`src/rtl/imem_loader_pkg.sv`:
```
// imem_loader_pkg: shared state encoding and frame geometry for the instruction-memory loader
package imem_loader_pkg;
  typedef enum logic [2:0] {IDLE, HDR, DATA, CHECK, DONE, ERROR} state_t;
  localparam int HDR_BYTES = 4;
  localparam int WORD_BYTES = 4;
  localparam int ADDR_STEP = 4;
endpackage

```
`src/rtl/imem_loader_if.sv`:
```
// imem_loader_if: host byte stream, memory write port and status of the loader
interface imem_loader_if;
  logic start;
  logic [7:0] in_data;
  logic in_valid;
  logic in_ready;
  logic mem_write_enabled;
  logic [31:0] mem_address;
  logic [31:0] mem_data;
  logic cpu_hold;
  logic busy;
  logic done;
  logic err_checksum;
  logic err_overflow;
  modport master(output start, in_data, in_valid,
                 input in_ready, mem_write_enabled, mem_address, mem_data,
                 cpu_hold, busy, done, err_checksum, err_overflow);
  modport slave(input start, in_data, in_valid,
                output in_ready, mem_write_enabled, mem_address, mem_data,
                cpu_hold, busy, done, err_checksum, err_overflow);
endinterface

```
`src/rtl/imem_loader_byte_assembler.sv`:
```
// imem_loader_byte_assembler: big-endian 4-byte word builder shared by header and data words
module imem_loader_byte_assembler
  import imem_loader_pkg::*;
(
  input  logic        clock,
  input  logic        reset,
  input  logic        i_clear,
  input  logic [7:0]  i_byte_in,
  input  logic        i_byte_en,
  output logic [31:0] o_word_out,
  output logic        o_word_done
);
  logic [23:0] r_shift;
  logic [1:0]  r_count;
  // shift accepted bytes in MSB first; the counter wraps so words chain back to back
  always_ff @(posedge clock) begin
    if (reset || i_clear) begin
      r_shift <= '0;
      r_count <= '0;
    end else if (i_byte_en) begin
      r_shift <= {r_shift[15:0], i_byte_in};
      r_count <= r_count + 2'd1;
    end
  end
  // the completed word includes the byte being accepted so the top can register it on this edge
  assign o_word_out  = {r_shift, i_byte_in};
  assign o_word_done = i_byte_en && (r_count == 2'(WORD_BYTES - 1));
endmodule

```
`src/rtl/imem_loader.sv`:
```
// imem_loader: parses a checksummed word frame and writes it into instruction memory
module imem_loader
  import imem_loader_pkg::*;
#(
  parameter logic [31:0] BASE_ADDR = 32'h0000_0000,
  parameter int unsigned MAX_WORDS = 1024
) (
  input logic clock,
  input logic reset,
  imem_loader_if.slave bus
);
  state_t      r_state, w_next;
  logic [31:0] r_count_n, r_words, r_next_addr, r_addr, r_data, w_word;
  logic [7:0]  r_csum;
  logic        r_we, r_err_c, r_err_o, w_acc, w_go, w_asm_en, w_word_done, w_in_frame;
  assign w_in_frame = r_state inside {HDR, DATA, CHECK};
  assign w_acc      = bus.in_valid && w_in_frame;
  assign w_go       = bus.start && (r_state inside {IDLE, DONE, ERROR});
  assign w_asm_en   = w_acc && (r_state inside {HDR, DATA});
  imem_loader_byte_assembler u_asm (
    .clock      (clock),
    .reset      (reset),
    .i_clear    (w_go),
    .i_byte_in  (bus.in_data),
    .i_byte_en  (w_asm_en),
    .o_word_out (w_word),
    .o_word_done(w_word_done)
  );
  // state register
  always_ff @(posedge clock) begin
    if (reset) r_state <= IDLE;
    else r_state <= w_next;
  end
  // next-state: header decides overflow/empty/data, last data word goes to checksum compare
  always_comb begin
    w_next = r_state;
    case (r_state)
      IDLE, DONE, ERROR: w_next = bus.start ? HDR : r_state;
      HDR:   if (w_word_done) w_next = (w_word > 32'(MAX_WORDS)) ? ERROR : (w_word == '0) ? CHECK : DATA;
      DATA:  if (w_word_done && (r_words + 32'd1 == r_count_n)) w_next = CHECK;
      CHECK: if (w_acc) w_next = (bus.in_data == r_csum) ? DONE : ERROR;
      default: w_next = IDLE;
    endcase
  end
  // outputs: status decoded from state, memory port and errors from registers
  always_comb begin
    bus.in_ready          = w_in_frame;
    bus.busy              = w_in_frame;
    bus.done              = (r_state == DONE);
    bus.cpu_hold          = (r_state != DONE);
    bus.mem_write_enabled = r_we;
    bus.mem_address       = r_addr;
    bus.mem_data          = r_data;
    bus.err_checksum      = r_err_c;
    bus.err_overflow      = r_err_o;
  end
  // datapath: word count, address, write strobe, running checksum and sticky errors
  always_ff @(posedge clock) begin
    if (reset) begin
      r_count_n   <= '0;
      r_words     <= '0;
      r_next_addr <= BASE_ADDR;
      r_addr      <= BASE_ADDR;
      r_data      <= '0;
      r_csum      <= '0;
      r_we        <= 1'b0;
      r_err_c     <= 1'b0;
      r_err_o     <= 1'b0;
    end else begin
      r_we <= (r_state == DATA) && w_word_done;
      if (w_go) begin
        r_count_n   <= '0;
        r_words     <= '0;
        r_next_addr <= BASE_ADDR;
        r_csum      <= '0;
        r_err_c     <= 1'b0;
        r_err_o     <= 1'b0;
      end else begin
        if (w_asm_en) r_csum <= r_csum ^ bus.in_data;
        if (r_state == HDR && w_word_done) begin
          r_count_n <= w_word;
          if (w_word > 32'(MAX_WORDS)) r_err_o <= 1'b1;
        end
        if (r_state == DATA && w_word_done) begin
          r_words     <= r_words + 32'd1;
          r_addr      <= r_next_addr;
          r_next_addr <= r_next_addr + 32'(ADDR_STEP);
          r_data      <= w_word;
        end
        if (r_state == CHECK && w_acc && bus.in_data != r_csum) r_err_c <= 1'b1;
      end
    end
  end
endmodule

```
`src/flat_wrapper.sv`:
```
// flat-port wrapper written by rule: the top's interface ports become plain ports
module imem_loader_flat import imem_loader_pkg::*;
#(
  parameter logic [31:0] BASE_ADDR = 32'h0000_0000,
  parameter int unsigned MAX_WORDS = 1024
)
  (clock, reset, bus_start, bus_in_data, bus_in_valid, bus_in_ready, bus_mem_write_enabled, bus_mem_address, bus_mem_data, bus_cpu_hold, bus_busy, bus_done, bus_err_checksum, bus_err_overflow);
  imem_loader_if bus_i ();
  input logic clock;
  input logic reset;
  input wire logic [$bits(bus_i.start)-1:0] bus_start;
  input wire logic [$bits(bus_i.in_data)-1:0] bus_in_data;
  input wire logic [$bits(bus_i.in_valid)-1:0] bus_in_valid;
  output wire logic [$bits(bus_i.in_ready)-1:0] bus_in_ready;
  output wire logic [$bits(bus_i.mem_write_enabled)-1:0] bus_mem_write_enabled;
  output wire logic [$bits(bus_i.mem_address)-1:0] bus_mem_address;
  output wire logic [$bits(bus_i.mem_data)-1:0] bus_mem_data;
  output wire logic [$bits(bus_i.cpu_hold)-1:0] bus_cpu_hold;
  output wire logic [$bits(bus_i.busy)-1:0] bus_busy;
  output wire logic [$bits(bus_i.done)-1:0] bus_done;
  output wire logic [$bits(bus_i.err_checksum)-1:0] bus_err_checksum;
  output wire logic [$bits(bus_i.err_overflow)-1:0] bus_err_overflow;
  assign bus_i.start = bus_start;
  assign bus_i.in_data = bus_in_data;
  assign bus_i.in_valid = bus_in_valid;
  assign bus_in_ready = bus_i.in_ready;
  assign bus_mem_write_enabled = bus_i.mem_write_enabled;
  assign bus_mem_address = bus_i.mem_address;
  assign bus_mem_data = bus_i.mem_data;
  assign bus_cpu_hold = bus_i.cpu_hold;
  assign bus_busy = bus_i.busy;
  assign bus_done = bus_i.done;
  assign bus_err_checksum = bus_i.err_checksum;
  assign bus_err_overflow = bus_i.err_overflow;
  imem_loader #(.BASE_ADDR(BASE_ADDR), .MAX_WORDS(MAX_WORDS)) u_core (.clock(clock), .reset(reset), .bus(bus_i));
endmodule
```
`config.mk`:
```
export PLATFORM = sky130hd
export DESIGN_NAME = imem_loader_flat
export DESIGN_NICKNAME = d
export VERILOG_FILES = /design/src/rtl/imem_loader_pkg.sv /design/src/rtl/imem_loader_if.sv /design/src/rtl/imem_loader_byte_assembler.sv /design/src/rtl/imem_loader.sv /design/src/flat_wrapper.sv
export SDC_FILE = /design/constraint.sdc
export NUM_CORES = 1
export LEC_CHECK = 0
export ABC_AREA = 1
export CORE_MARGIN = 10
export CORE_UTILIZATION = 50
export CTS_CLUSTER_DIAMETER = 30
export DETAILED_ROUTE_END_ITERATION = 10
export GPL_TIMING_DRIVEN = 0
export PLACE_DENSITY = 0.71
export SLEW_MARGIN = 20
export SYNTH_ARGS = -nofsm -noshare
export SYNTH_HDL_FRONTEND = slang
export SYNTH_SLANG_ARGS = --single-unit
export TNS_END_PERCENT = 20
```
`constraint.sdc`:
```
create_clock -name clock -period 2.39 [get_ports clock]
set_input_delay 0.5975 -clock clock [delete_from_list [all_inputs] [get_ports clock]]
set_output_delay 0.5975 -clock clock [all_outputs]
set_load 0.05 [all_outputs]
```
==> run_results.csv, run 1 <==
group,metric,value,unit
yosys,yosysSeqAreaShare,43.5,%
placed_design,place_hpwl,20.5,mm
worst_setup_path,cp_max_fo,7,
sta,drv_slew,0,
pwr,cell_internal_pwr,5340,uW
floorplanning,dieArea,0.0238,mm^2
sta,setup_viol,0,
worst_setup_path,cp_top_family,"simple AND/OR/NAND/NOR gates",
yosys,ys.flop_type,"dfxtp_1",
worst_setup_path,crit_required,2.73,ns
grt,grt_pass1_wl,43.9,mm
layout,area_growth,23.4,%
clock_tree,cts.sinks,196,
pwr,clkPwrFrac,37.9,%
worst_setup_path,path_class,"reg2reg",
clock_tree,cts_tree,"done",
yosys,synth_top_cell_by_area,"dfxtp_1",
pwr,netSwitchingFraction,32.7,%
pwr,p_total,7930,uW
floorplanning,initial_core_util,50.5,%
pwr,pwr-share-seq,44.1,%
route,drc,0,
grt,grt_max_degree,20,
floorplanning,rows,49,
yosys,async_reset_ff_share,0,%
worst_setup_path,crit_arrival,2.72,ns
layout,fin_nets,1419,
yosys,synth_warnings,0,
pwr,power_density,714,mW/mm^2
yosys,avgSynthCellArea,6.97,um^2
layout,regArea,0.00395,mm^2
grt,overflow,0,
layout,layoutNonFillerInstCount,1645,
grt,antenna_found_initial,0,
yosys,synth.area.top_cells,"dfxtp_1 (44%), nand2_1 (13%), a21oi_1 (9.8%), o21ai_0 (6.9%), inv_1 (6.2%)",
sta,min_period,2.38,ns
layout,fillers,1618,
worst_setup_path,path_buf_inv,0,
yosys,synth_area,0.00901,mm^2
status,status,"finished clean",
worst_setup_path,start_kind,"flop",
sta,fin_hold_ws,0.466,ns
layout,multi_input_area,0.00456,mm^2
worst_setup_path,worstPathCellList,"nand2_1 > nor2_2 > nand2_2 > nor2_4 > nand2_2 > nand2_1 > nand3_1 > nand2_2 > nand3_2 > nor2_2 > nand2_1 > nor2_2 > nand2_2 > nand2_2 > nand2_1 > nand2_1 > nor2_1",
yosys,synth_top_area_share,43.5,%
floorplanning,die_w,154,um
route,wl,27.8,mm
sta,hold_viol,0,
pwr,peakVddDrop,0.000572,V
clock_tree,root_buffer,"clkbuf_16",
floorplanning,die_y,154,um
worst_setup_path,slowest_stage,"dfxtp_2",
sta,maxSlewHeadroom,38.3,%
floorplanning,num_io_pins,83,
sta,max_freq,420,MHz
hold_path,hp-class,"reg2reg",
clock_tree,clk_path_buf_depth,2,
layout,layout-drive-gt1-share,12.1,%
route,wl_per_cell,16.9,um
layout,antenna_cells,0,
route,viasPerCell,5.42,
route,vias,8912,
grt,track_usage,22.7,%
yosys,ys_ff_latch,196,
layout,fin_util,62.3,%
sta,finalCritPeriodShare,99.5,%
clock_tree,htreeDepth,4,
clock_tree,hold_buffers,0,
grt,grt_pass1_vias,8535,
clock_tree,clock_latency,0.44,ns
clock_tree,cts_buffers,17,
sta,rsz0062_at_grt,"yes",
worst_setup_path,end_kind,"flop",
route,antenna_left,0,
sta,worstMarginPinSlew,0.925,ns
pwr,share_comb_of_total_power,18.0,%
clock_tree,clkTransAtPathRegs,0.08,ns
route,drt_iter0_drc,533,
placed_design,numPortBuffers,79,
placed_design,place_inst,1601,
pwr,leakage,0.00430,uW
sta,clock_skew,0.0126,ns
yosys,synth-edff-count,0,
flow_run,cap_viol_max_count,0,
floorplanning,coreArea,0.0178,mm^2
route,dr.pass1.iters,5,
pwr,netSwitchingPower,2600,uW
worst_setup_path,slowest_delay,0.40,ns
placed_design,globalplace.congestion,0.924,
yosys,synth_cell_types,42,
yosys,syn_inst,1292,
-- routing by layer --
| metal | share of wire (%) | up-vias | track usage [%] | wire (um) |
|---|---|---|---|---|
| li1 | - | 4440 | - | - |
| met1 | 41 | 4076 | 26.6 | 11500 |
| met2 | 48 | 321 | 38.4 | 13500 |
| met3 | 6.3 | 75 | 5.13 | 1750 |
| met4 | 3.8 | 0 | 10.7 | 1070 |
| met5 | 0 | - | 0 | 0 |
-- worst min-delay path: cells and delay by family, from the launching register on --
kind / cells / cell delay, ns
DFF: 1 / 0.31
AOI/OAI and AO/OA: 1 / 0.05
and+or+nand+nor: 1 / 0.06
-- path summary, 6_finish.rpt --
kind / startpoint / to / slack (ns) / cells past startpoint
setup reg to reg: u_core.r_words[12] / u_core.r_state[0] / 0.01 / 17
hold / removal: u_core.bus.mem_data[16] / u_core.bus.mem_data[16] / 0.47 / 2
hold reg to reg: u_core.bus.mem_data[16] / u_core.bus.mem_data[16] / 0.47 / 2
setup / recovery: u_core.r_words[12] / u_core.r_state[0] / 0.01 / 17
-- Yosys cell counts (10+ instances only) --
library cell	instances
nand2_1	312
dfxtp_1	196
a21oi_1	177
inv_1	150
o21ai_0	124
nor2_1	80
nand3_1	71
clkbuf_1	42
nor3_1	17
xor2_1	15
nand4_1	12
buf_1	10
nor2_4	10
-- power by group through the flow --
stage	combinational [uW]	clock [uW]	sequential, uW
6_report	1430	3010	3490
5_1_grt	1550	3150	3510
4_1_cts	1400	3020	3490
3_5_place_dp	1420	0	3570
3_3_place_gp	1410	0	3560
2_1_floorplan	980	0	3520
-- repair_timing --
action,in CTS,in global routing
hold endpoints to repair,0,0
buffers inserted,0,13
pin swaps,0,32
gates resized for setup,13,105
endpoints found under the setup margin,35,89
-- stage by stage --
step / cell area, um^2 / TNS [ns] / worst slack (ns)
final: 11100 / 0 / 0.0108
after global routing: 11100 / -0.349 / -0.144
after CTS: 10700 / -0.181 / -0.0943
after detailed placement: 10100 / -55.98 / -0.634
after global placement: 10100 / -54.73 / -0.617
after floorplan: 9010 / 0 / 0.361
-- cells in the final DEF, fill, tap and decap left out, drive strengths merged, types with 2 or more instances in the layout --
| cell type | Yosys | routed |
|---|---|---|
| a211oi | 7 | 7 |
| a21oi | 178 | 178 |
| a221oi | 2 | 2 |
| a31oi | 4 | 4 |
| buf | 15 | 24 |
| bufinv | 0 | 2 |
| clkbuf | 42 | 63 |
| clkdlybuf4s50 | 0 | 74 |
| clkinv | 1 | 4 |
| conb | 1 | 2 |
| dfxtp | 196 | 196 |
| dlygate4sd2 | 0 | 4 |
| ha | 3 | 3 |
| inv | 151 | 160 |
| nand2 | 323 | 323 |
| nand3 | 73 | 73 |
| nand4 | 12 | 12 |
| nor2 | 99 | 99 |
| nor3 | 19 | 19 |
| nor3b | 2 | 2 |
| nor4 | 6 | 6 |
| o211ai | 3 | 3 |
| o21a | 5 | 5 |
| o21ai | 127 | 127 |
| xnor2 | 2 | 2 |
| xor2 | 15 | 15 |
-- flip-flops by register name (all words and copies together) (netlist names) --
name                          flops
u_core.bus.err_checksum           1
u_core.bus.err_overflow           1
u_core.bus.mem_address           30
u_core.bus.mem_data              32
u_core.bus.mem_write_enabled      1
u_core.r_count_n                 32
u_core.r_csum                     8
u_core.r_next_addr               30
u_core.r_state                    3
u_core.r_words                   32
u_core.u_asm.r_count              2
u_core.u_asm.r_shift             24
-- final cells by class --
class,count,share of cell area (%)
repair buffers,92,7.97
inverters,152,5.13
multi-input cells,888,41.0
well taps,229,2.58
plain buffers,57,2.22
clock inverters,14,1.69
flip-flops and latches,196,35.5
clock buffers,17,3.83
-- kinds of logic (layout without fill, tap and decap cells) --
group           after synthesis  count (layout)  synth area share (%)
other cells                   1               2                0.0416
fa+ha+maj                     3               3                 0.417
flops                       196             196                  43.5
buf+inv                     209             332                  8.86
simple gates                536             536                  26.2
compound gates              329             329                  19.0
xor+xnor                     18              18                  1.90
Power figures use the tool's default switching activity.
==> run 2, diff against run 1 <==
Settings changed: CTS_BUF_LIST from default to sky130_fd_sc_hd__clkbuf_16.
==> results of run 2 <==
Final layout, timing and power as in run 1 (identical DEF).
==> run 3, diff against run 2 <==
Settings changed: ABC_CLOCK_PERIOD_IN_PS from default to 2390.
==> results of run 3 <==
Final layout, timing and power as in run 1 (identical DEF).
==> edit 1 (flow settings as in run 3) <==
Reset style: asynchronous (`reset`), changed in 2 clocked blocks.
--- a/src/rtl/imem_loader.sv
+++ b/src/rtl/imem_loader.sv
@@ -29,3 +29,3 @@
   // state register
-  always_ff @(posedge clock) begin
+  always_ff @(posedge clock or posedge reset) begin
     if (reset) r_state <= IDLE;
@@ -57,3 +57,3 @@
   // datapath: word count, address, write strobe, running checksum and sticky errors
-  always_ff @(posedge clock) begin
+  always_ff @(posedge clock or posedge reset) begin
     if (reset) begin
Check against the original RTL: differs if reset is asserted again (counterexample within 4 cycles, from zero or initial values and one cycle with reset high); with reset held inactive, the same outputs for 10 cycles.
==> edit 1 against run 3 <==
Critical path depth fell by 1. Design area rose by 4.8%. Synthesized area is 7.0% higher. Wire length fell by 1.7%. Sequential share of layout area up 5.5 points. Power rose by 8.1%. Sequential cell count unchanged. Worst setup slack better by 0.019 ns.
==> edit 1: results (changes against run 3) <==
worst_hold_path:
  worstHoldPathType: "in2async"
drt:
  vias_per_cell: 5.39  # -0.56%
  drt_iter0_drc: 788  # +48%
  post_drt_wl_per_cell_um: 16.7  # -1.3%
  wl_um: 27300  # -1.7%
status:
  status: "completed"
yosys:
  synthXorXnorAreaFrac_pct: 0.908  # -0.99 points
  synth.area.top_cells: "dfrtp_1 (44%), nand2_1 (13%), inv_1 (6.2%), nand3_1 (5.6%), dfxtp_1 (5.4%)"
  synth_async_sr_flop_share_pct: 86.7  # +87 points
  synth_seq_area_share_pct: 49.5  # +6.0 points
  yosys-top-cells-count: "nand2_1 (346), dfrtp_1 (170), inv_1 (158)"
  synth_cells: 1250  # -3.3%
  synth-compound-area-share_pct: 11.4  # -7.6 points
sta:
  finalClockSkew_ns: 0.0125  # -0.000171 ns
  worst_hold_slack_ns: 0.464  # -0.00248 ns
  tightest_slew_ns: 0.715  # -0.210 ns
place:
  dp_hpwl_um: 20700  # +1.1%
  gpl.final_weighted_congestion: 0.939  # +1.6%
  place_area_um2: 10900  # +8.1%
  dpl_worst_slack_ns: -0.431  # +0.203 ns
global_route:
  grt_pass1_wl_um: 44200  # +0.60%
  grt_pass1_vias: 8315  # -2.6%
  grt_max_degree: 35  # +75%
  antenna_found_initial: 1  # +1
cts:
  post_cts_resized: 10  # -3
power_and_ir_drop:
  power.switching_mw: 2.96  # +14%
  ir_drop_mv: 0.666  # +16%
setup_path:
  cpMaxStageDelayCell: "dfrtp_1"
  r2r_end: "u_core.r_state[0]$_DFFE_PP0P_"
  reg2reg_depth: 16  # -1
  rrSetupSlack_ns: 0.03  # +0.02 ns
## edit 1: power by group through the flow
stage          Sequential (mW)  Clock (mW)  Combinational (mW)
2_1_floorplan             3.74           0                1.22
3_3_place_gp              3.74           0                1.82
3_5_place_dp              3.75           0                1.85
4_1_cts                   3.68        3.04                1.86
5_1_grt                   3.71        3.17                2.06
6_report                  3.69        3.02                1.87
## edit 1: layer usage
metal  global-route usage (%)  part of all wire (%)
met5                        0                 0.048
met4                     7.41                   2.4
met3                     4.42                   7.8
met2                     31.1                    43
met1                     30.8                    46
## edit 1: cell families (layout without fill, tap and decap cells)
family / after synthesis / after routing
flops: 196 / 196
buf+inv: 206 / 333
compound gates: 192 / 192
simple gates: 642 / 642
xor+xnor: 10 / 10
fa+ha+maj: 3 / 3
other cells: 1 / 2
## edit 1: area by class of cell
class                      instances  area, µm²
inverter                         163        616
fill                            1681       7180
multi-input combinational        849       4120
tap                              260        325
timing repair buffer              95        987
sequential                       196       4780
clock buffer                      18        450
clock inverter                    14        175
buffer                            43        203
==> edit 2 (config.mk and constraints of run 3) <==
Made on the original files. `MAX_WORDS` is set to 1024 in 2 places; all go to 512.
--- a/src/rtl/imem_loader.sv
+++ b/src/rtl/imem_loader.sv
@@ -5,3 +5,3 @@
   parameter logic [31:0] BASE_ADDR = 32'h0000_0000,
-  parameter int unsigned MAX_WORDS = 1024
+  parameter int unsigned MAX_WORDS = 512
 ) (
--- a/src/flat_wrapper.sv
+++ b/src/flat_wrapper.sv
@@ -4,3 +4,3 @@
   parameter logic [31:0] BASE_ADDR = 32'h0000_0000,
-  parameter int unsigned MAX_WORDS = 1024
+  parameter int unsigned MAX_WORDS = 512
 )
Function: changed (a bounded check fails within 10 cycles, from zero or initial values and one cycle with reset high).
==> edit 2 against run 3 <==
Non-clock buffer count is 9 higher. Power fell by 1.6%. Sequential cell count unchanged. Wire length down 1.4%. Worst hold slack lost 0.0013 ns. Design area rose by 0.10%. Synthesized area is 0.47% higher. Worst setup slack better by 0.020 ns.
==> edit 2: results (changes against run 3) <==
status:
  status: "completed"
yosys:
  synth_cells: 1329  # +2.9%
  yosys-top-cells-count: "nand2_1 (349), dfxtp_1 (196), a21oi_1 (175)"
  synth.area.top_cells: "dfxtp_1 (43%), nand2_1 (14%), a21oi_1 (9.7%), o21ai_0 (6.7%), inv_1 (6.3%)"
  ys_types: 40  # -4.8%
  synthXorXnorAreaFrac_pct: 1.60  # -0.30 points
  synth_seq_area_share_pct: 43.3  # -0.20 points
  synthAdderAreaFrac_pct: 0.415  # -0.0020 points
power_and_ir_drop:
  power.leakage_nw: 4.29  # -0.32%
place:
  place_inst: 1638  # +2.3%
  dp_hpwl_um: 20100  # -2.0%
  gpl.final_weighted_congestion: 0.930  # +0.70%
  place_area_um2: 10100  # +0.42%
global_route:
  met3_usage_pct: 5.21  # +0.083 points
  grt_pass1_vias: 8174  # -4.2%
  grt_usage_pct: 22.0  # -0.73 points
  gr-usage-met1_pct: 26.3  # -0.29 points
  grt.met2_usage_pct: 37.3  # -1.1 points
  grt_pass1_wl_um: 42700  # -2.9%
  grt_max_degree: 19  # -5.0%
drt:
  post_drt_wl_per_cell_um: 16.2  # -4.1%
  vias: 9014  # +1.1%
  drt_iter0_drc: 673  # +26%
  first_pass_iters: 6  # +1
layout:
  drive_gt1_share_pct: 10.3  # -1.8 points
  finish.net_count: 1465  # +3.2%
  fin_cells: 1692  # +2.9%
sta:
  tightest_slew_ns: 0.762  # -0.163 ns
  max_freq_ghz: 0.424  # +0.86%
  worst_hold_slack_ns: 0.465  # -0.00126 ns
  finalClockSkew_ns: 0.0118  # -0.000871 ns
setup_path:
  arrival_ns: 2.75  # +0.03 ns
  cpMaxStageDelayCell: "dfxtp_4"
  reg2reg_depth: 20  # +3
  r2r-start: "u_core.r_words[1]$_SDFFE_PP0P_"
  setup.worst_path.end: "u_core.r_state[2]$_SDFFE_PP0P_"
worst_hold_path:
  whs_endpoint: "u_core.bus.mem_data[26]$_SDFFE_PP0P_"
  min_from: "u_core.bus.mem_data[26]$_SDFFE_PP0P_"
==> edit 2: per-layer routing <==
| layer | part of all wire [%] | vias to the layer above | wire (µm) |
|---|---|---|---|
| met5 | 0 | - | 0 |
| met4 | 2.7 | 0 | 752 |
| met3 | 5.9 | 50 | 1620 |
| met2 | 49 | 266 | 13500 |
| met1 | 42 | 4157 | 11500 |
| li1 | - | 4541 | - |
==> edit 2: power by group <==
part | internal [mW] | switching, mW | total, mW
Clock | 1.58 | 1.41 | 2.99
Sequential | 3.37 | 0.122 | 3.49
Combinational | 0.371 | 0.960 | 1.33
==> edit 2: area by class of cell <==
cell class                      instances  area, µm²
Sequential cell                       196       3950
Buffer                                 57        244
Multi-Input combinational cell        924       4510
Inverter                              153        582
Clock buffer                           17        425
Fill cell                            1648       6770
Timing Repair Buffer                  101        965
Tap cell                              229        287
Clock inverter                         15        171
==> edit 2: repair_timing <==
action,CTS,global route
endpoints found under the setup margin,100,125
setup buffers,3,19
gates resized for setup,24,67
pin swaps,5,27
